**src/rtl/prog_loader_if.sv**
```systemverilog
// Byte-stream loader and instruction-memory write port shared by prog_loader and its host.
interface prog_loader_if;
    logic [7:0]  in_data;
    logic        in_valid;
    logic        in_ready;
    logic        inst_wr_en;
    logic [4:0]  inst_wr_addr;
    logic [19:0] inst_wr_data;

    modport slave (
        input  in_data,
        input  in_valid,
        output in_ready,
        output inst_wr_en,
        output inst_wr_addr,
        output inst_wr_data
    );

    modport master (
        output in_data,
        output in_valid,
        input  in_ready,
        input  inst_wr_en,
        input  inst_wr_addr,
        input  inst_wr_data
    );
endinterface

```
**src/rtl/prog_loader.sv**
```systemverilog
// Loads a count-prefixed 3-byte-per-word program into instruction memory, then runs the CPU.
// Optional trailing XOR checksum byte is enabled by defining PROG_LOADER_CHECKSUM_EN.
module prog_loader #(
    parameter int unsigned MAX_INST = 32,
    parameter int unsigned CNT_W    = 16
) (
    input  logic             clk,
    input  logic             rst,
    prog_loader_if.slave     bus,
    input  logic             clear,
    input  logic             cpu_halted,
    output logic             cpu_run,
    output logic             done,
    output logic             error,
    output logic [CNT_W-1:0] run_cycles
);

    typedef enum logic [3:0] {
        StIdle,
        StB0,
        StB1,
        StB2,
        StWrite,
        StRun,
        StDone,
        StError
`ifdef PROG_LOADER_CHECKSUM_EN
        , StCheck
`endif
    } state_e;

    state_e           r_state, w_state;
    // Six bits so the address can reach 32 after the last write without wrapping to 0.
    logic [5:0]       r_addr, w_addr;
    logic [5:0]       r_count, w_count;
    logic [19:0]      r_word, w_word;
    logic [CNT_W-1:0] r_run_cycles, w_run_cycles;
    logic             w_in_ready;
    logic             w_accept;
    logic             w_last;
`ifdef PROG_LOADER_CHECKSUM_EN
    logic [7:0]       r_xor, w_xor;
`endif

    always_comb begin
        w_in_ready = (r_state == StIdle) || (r_state == StB0) ||
                     (r_state == StB1)   || (r_state == StB2);
`ifdef PROG_LOADER_CHECKSUM_EN
        w_in_ready = w_in_ready || (r_state == StCheck);
`endif
    end

    assign w_accept = bus.in_valid && w_in_ready;
    assign w_last   = (r_addr == (r_count - 6'd1));

    always_comb begin
        w_state      = r_state;
        w_addr       = r_addr;
        w_count      = r_count;
        w_word       = r_word;
        w_run_cycles = r_run_cycles;
`ifdef PROG_LOADER_CHECKSUM_EN
        w_xor        = r_xor;
`endif
        unique case (r_state)
            StIdle: begin
                if (w_accept) begin
                    if (bus.in_data == 8'd0 || 32'(bus.in_data) > MAX_INST) begin
                        w_state = StError;
                    end else begin
                        w_count = bus.in_data[5:0];
                        w_addr  = 6'd0;
                        w_state = StB0;
`ifdef PROG_LOADER_CHECKSUM_EN
                        w_xor   = 8'd0;
`endif
                    end
                end
            end
            StB0: begin
                if (w_accept) begin
                    w_word[19:16] = bus.in_data[3:0];
                    w_state       = StB1;
`ifdef PROG_LOADER_CHECKSUM_EN
                    w_xor         = r_xor ^ bus.in_data;
`endif
                end
            end
            StB1: begin
                if (w_accept) begin
                    w_word[15:8] = bus.in_data;
                    w_state      = StB2;
`ifdef PROG_LOADER_CHECKSUM_EN
                    w_xor        = r_xor ^ bus.in_data;
`endif
                end
            end
            StB2: begin
                if (w_accept) begin
                    w_word[7:0] = bus.in_data;
                    w_state     = StWrite;
`ifdef PROG_LOADER_CHECKSUM_EN
                    w_xor       = r_xor ^ bus.in_data;
`endif
                end
            end
            StWrite: begin
                w_addr = r_addr + 6'd1;
                if (w_last) begin
`ifdef PROG_LOADER_CHECKSUM_EN
                    w_state      = StCheck;
`else
                    w_state      = StRun;
                    w_run_cycles = '0;
`endif
                end else begin
                    w_state = StB0;
                end
            end
`ifdef PROG_LOADER_CHECKSUM_EN
            StCheck: begin
                if (w_accept) begin
                    if (bus.in_data == r_xor) begin
                        w_state      = StRun;
                        w_run_cycles = '0;
                    end else begin
                        w_state = StError;
                    end
                end
            end
`endif
            StRun: begin
                // Halt freezes the counter in the same cycle it is sampled.
                if (cpu_halted) begin
                    w_state = StDone;
                end else if (r_run_cycles != {CNT_W{1'b1}}) begin
                    w_run_cycles = r_run_cycles + 1'b1;
                end
            end
            StDone, StError: begin
                if (clear) begin
                    w_state = StIdle;
                end
            end
            default: w_state = StIdle;
        endcase
    end

    always_ff @(posedge clk) begin
        if (!rst) begin
            r_state      <= StIdle;
            r_addr       <= 6'd0;
            r_count      <= 6'd0;
            r_word       <= 20'd0;
            r_run_cycles <= '0;
`ifdef PROG_LOADER_CHECKSUM_EN
            r_xor        <= 8'd0;
`endif
        end else begin
            r_state      <= w_state;
            r_addr       <= w_addr;
            r_count      <= w_count;
            r_word       <= w_word;
            r_run_cycles <= w_run_cycles;
`ifdef PROG_LOADER_CHECKSUM_EN
            r_xor        <= w_xor;
`endif
        end
    end

    assign bus.in_ready     = w_in_ready;
    assign bus.inst_wr_en   = (r_state == StWrite);
    assign bus.inst_wr_addr = r_addr[4:0];
    assign bus.inst_wr_data = r_word;
    assign cpu_run          = (r_state == StRun) || (r_state == StDone);
    assign done             = (r_state == StDone);
    assign error            = (r_state == StError);
    assign run_cycles       = r_run_cycles;

endmodule

```
**src/flat_wrapper.sv**
```systemverilog
// flat-port wrapper written by rule: the top's interface ports become plain ports
module prog_loader_flat 
#(
    parameter int unsigned MAX_INST = 32,
    parameter int unsigned CNT_W    = 16
)
  (clk, rst, clear, cpu_halted, cpu_run, done, error, run_cycles, bus_in_data, bus_in_valid, bus_in_ready, bus_inst_wr_en, bus_inst_wr_addr, bus_inst_wr_data);
  prog_loader_if bus_i ();
  input  logic clk;
  input  logic rst;
  input  logic clear;
  input  logic cpu_halted;
  output logic cpu_run;
  output logic done;
  output logic error;
  output logic [CNT_W-1:0] run_cycles;
  input wire logic [$bits(bus_i.in_data)-1:0] bus_in_data;
  input wire logic [$bits(bus_i.in_valid)-1:0] bus_in_valid;
  output wire logic [$bits(bus_i.in_ready)-1:0] bus_in_ready;
  output wire logic [$bits(bus_i.inst_wr_en)-1:0] bus_inst_wr_en;
  output wire logic [$bits(bus_i.inst_wr_addr)-1:0] bus_inst_wr_addr;
  output wire logic [$bits(bus_i.inst_wr_data)-1:0] bus_inst_wr_data;
  assign bus_i.in_data = bus_in_data;
  assign bus_i.in_valid = bus_in_valid;
  assign bus_in_ready = bus_i.in_ready;
  assign bus_inst_wr_en = bus_i.inst_wr_en;
  assign bus_inst_wr_addr = bus_i.inst_wr_addr;
  assign bus_inst_wr_data = bus_i.inst_wr_data;
  prog_loader #(.MAX_INST(MAX_INST), .CNT_W(CNT_W)) u_core (.clk(clk), .rst(rst), .bus(bus_i), .clear(clear), .cpu_halted(cpu_halted), .cpu_run(cpu_run), .done(done), .error(error), .run_cycles(run_cycles));
endmodule
```
**config.mk**
```make
export PLATFORM = sky130hd
export DESIGN_NAME = prog_loader_flat
export DESIGN_NICKNAME = d
export VERILOG_FILES = /design/src/rtl/prog_loader_if.sv /design/src/rtl/prog_loader.sv /design/src/flat_wrapper.sv
export SDC_FILE = /design/constraint.sdc
export NUM_CORES = 1
export LEC_CHECK = 0
export ABC_AREA = 1
export CAP_MARGIN = 15
export CELL_PAD_IN_SITES_DETAIL_PLACEMENT = 2
export CELL_PAD_IN_SITES_GLOBAL_PLACEMENT = 2
export CORE_ASPECT_RATIO = 0.5
export CORE_MARGIN = 5
export CORE_UTILIZATION = 30
export CTS_CLUSTER_DIAMETER = 120
export DETAILED_ROUTE_END_ITERATION = 12
export GPL_TIMING_DRIVEN = 0
export PLACE_DENSITY_LB_ADDON = 0.1
export SYNTH_ARGS = -nofsm -noshare
export SYNTH_HDL_FRONTEND = slang
export SYNTH_SLANG_ARGS = --single-unit
```
**constraint.sdc**
```tcl
create_clock -name clk -period 3.1 [get_ports clk]
set_clock_uncertainty 0.05 [all_clocks]
set_input_delay 0.62 -clock clk [delete_from_list [all_inputs] [get_ports clk]]
set_output_delay 0.62 -clock clk [all_outputs]
set_load 0.03 [all_outputs]
```
==> impl_metrics.ini <==
[run_status]
run_status = complete, no violations

[place]
port_buffers = 58
post_dp_cell_area_mm2 = 0.003548
dpl.hpwl_um = 8069
gp_congestion = 0.8142
pre_cts_slack_ns = 0.2291

[sta]
period_minus_slack_ns = 2.763
tightest_slew_ns = 0.8381
slew_violations = 0
finalHoldViolations = 0
finalSetupViolations = 0
fin_ws_ns = 0.3368
rsz0062_at_grt = no
fmax_mhz = 361.9
max_slew_margin = 0.4413
finalSetupTns_ns = 0
timing.final.crit_share = 0.8914

[grt]
grt_pass1_vias = 3385
grt_pass1_wl_um = 16810
grt_max_degree = 19
grt_overflow_total = 0
track_usage = 0.1812
antenna_found_initial = 0

[finish]
drive_above_1_share = 0.08678
post-route-util = 0.3982
num-fill-cells = 1102
nNetsFinal = 499
register_area_mm2 = 0.001021
num_antenna_cells = 0
stdcell_area_mm2 = 0.003700
multiInputGateArea_mm2 = 0.001535
syn_to_final_growth_pct = 31.36

[routing]
antenna_left = 0
dr_total_vias = 3002
routed_wire_length_per_instance_um = 16.99
vias_per_cell = 4.962
first_iter_violations = 84
drc = 0
wirelength_um = 10280
drtPass1Iterations = 4

[setup_path]
slowest_stage = dlygate4sd2_1
path_cells = inv_1, nor2_1, nand2_1, clkbuf_2, o21ai_0, dlygate4sd2_1
r2r_cells = 10
start_kind = flop
critPathRequiredTime_ns = 2.43
arrival_ns = 2.09
reg2reg_from = u_core.r_count[0]
rr_endpoint = u_core.run_cycles[4]
cpPeakStageDelay_ns = 0.42
timing.critical_path.to_type = primary output
crit_type = reg2out
path_max_fanout = 10
ff2ff_setup_slack_ns = 0.77

[pwr]
max-vdd-ir-drop_v = 0.0002035
power_frac_clock = 0.355
p_leak_nw = 1.394
p_sw_uw = 539.7
sequentialPowerShare = 0.434
p_sw_frac = 0.3250
p_comb_frac = 0.211
p_total_mw = 1.661
p_per_area_mw_per_mm2 = 448.9
p_int_mw = 1.121

[synth]
synth_nets = 434
seq_area_frac_synth = 0.3625
syn_area_mm2 = 0.002816
synth_cell_types = 26
yosysWarnings = 0
ys_ff_latch = 51
postSynthCellCount = 418
avgSynthCellArea_um2 = 6.738

[cts]
numCtsBuffers = 5
cts_tree = done
htreeDepth = 2
cts-root-buf = clkbuf_16
cts_buffer_depth = 2
cts_sinks = 51
clock_latency_ns = 0.30
post_cts_buffers = 0
clk_pin_slew_ns = 0.07

[hold_path]
hold_end = u_core.run_cycles[15]
min_from = u_core.run_cycles[15]
whs_path_depth = 2
hold_path.class = reg2reg

[floorplanning]
row_count = 25
dieArea_mm2 = 0.01154
die_height_um = 78.52
ioPinCount = 59
core_area_mm2 = 0.009290
die_x_um = 147.0
start_util = 0.3032

[run]
cap_violations = 0
worst max-delay path: cells and delay by family (launching register included):
kind,cells,cell delay [ns]
and+or+nand+nor,2,0.41
AOI/OAI and AO/OA,1,0.13
DFF,1,0.39
buffers and inverters,3,0.85
sequential cells by signal (all words and copies together) (netlist names):
| name | cells |
|---|---|
| u_core.r_count | 6 |
| u_core.run_cycles | 16 |
| u_core.r_addr | 6 |
| u_core.r_state | 3 |
| u_core.bus.inst_wr_data | 20 |
timing repair:
item                                    4_1_cts  5_1_grt
endpoints found under the setup margin        1        0
resized for setup                             2        0
endpoints found under the hold margin         0        0
hold buffers                                  0        0
placed cells by master (no fill, tap or decap), drive strengths merged:
cell | Yosys | routed
nand4 | 6 | 6
buf | 11 | 11
clkbuf | 8 | 13
nand2 | 90 | 90
ha | 3 | 3
nor3b | 1 | 1
nor3 | 7 | 7
inv | 41 | 43
clkinv | 0 | 1
dfxtp | 51 | 51
o21ai | 31 | 31
clkdlybuf4s50 | 0 | 57
xor2 | 10 | 10
dlygate4sd2 | 0 | 1
xnor2 | 6 | 6
nand3 | 43 | 43
nand3b | 2 | 2
nor2 | 53 | 53
a21oi | 51 | 51
or2 | 4 | 4
final cells by class:
cell class,instances,share of cell area
clock inverter,3,0.007102
buffer,19,0.02908
inverter,41,0.04160
tap,121,0.04092
sequential,51,0.2760
clock buffer,5,0.03382
timing repair buffer,58,0.1566
multi-input combinational,307,0.4149
synth_stat cells:
library cell,number,area (um^2)
nand2_2,1,6.260
xnor2_1,6,52.55
nand3b_1,2,15.01
nand3_1,42,210.2
a21oi_1,41,205.2
a21oi_2,10,87.58
inv_1,40,150.1
nand2_4,1,11.26
dfxtp_1,51,1021
o21ai_0,31,155.2
buf_6,1,11.26
nor2_1,49,183.9
nor2_4,1,11.26
buf_4,6,45.04
nand3_4,1,17.52
nor2_2,3,18.77
nor3_1,7,35.03
or2_2,4,25.02
inv_2,1,3.750
buf_2,4,20.02
xor2_1,10,87.58
nand4_1,6,37.54
clkbuf_1,8,30.03
ha_1,3,37.54
nand2_1,88,330.3
nor3b_1,1,7.510
power groups by stage:
stage,registers [mW],logic [mW],clock network [mW]
after floorplan,0.772,0.171,0
after global placement,0.733,0.339,0
after detailed placement,0.736,0.356,0
after CTS,0.721,0.357,0.606
after global routing,0.726,0.381,0.639
final,0.721,0.350,0.590
how the worst max path moves through the flow:
stage / from / to / slack (ns) / cells past startpoint
final: u_core.r_state[0] / cpu_run / 0.34 / 6
after global routing: u_core.r_state[0] / cpu_run / 0.12 / 6
after CTS: u_core.r_state[0] / cpu_run / 0.29 / 6
after detailed placement: u_core.r_state[0] / cpu_run / 0.23 / 6
after global placement: u_core.r_state[0] / cpu_run / 0.33 / 6
after floorplan: u_core.r_state[0] / cpu_run / 1.10 / 5
logic make-up after synthesis:
logic type,Yosys count,synth area share
adder cells (fa/ha/maj),3,0.01333
AND/OR/NAND/NOR,206,0.3230
XOR/XNOR,16,0.04975
AO/OA/AOI/OAI,82,0.1590
flip-flops,51,0.3625
buffers and inverters,60,0.09240
per-stage QoR:
| stage | instances | hold slack [ns] |
|---|---|---|
| floorplan | 418 | 0.4225 |
| global placement | 597 | 0.4151 |
| detailed placement | 597 | 0.4390 |
| CTS | 605 | 0.4472 |
| global route | 605 | 0.4721 |
| finish | 605 | 0.4383 |
per-layer routing:
metal	vias up	part of all wire	GRT usage
li1	1487	-	-
met1	1480	0.44	0.1949
met2	27	0.53	0.3704
met3	8	0.019	0.03230
met4	0	0.0067	0.03810
met5	-	0	0
Note: power is estimated with default switching activity, not from simulation.
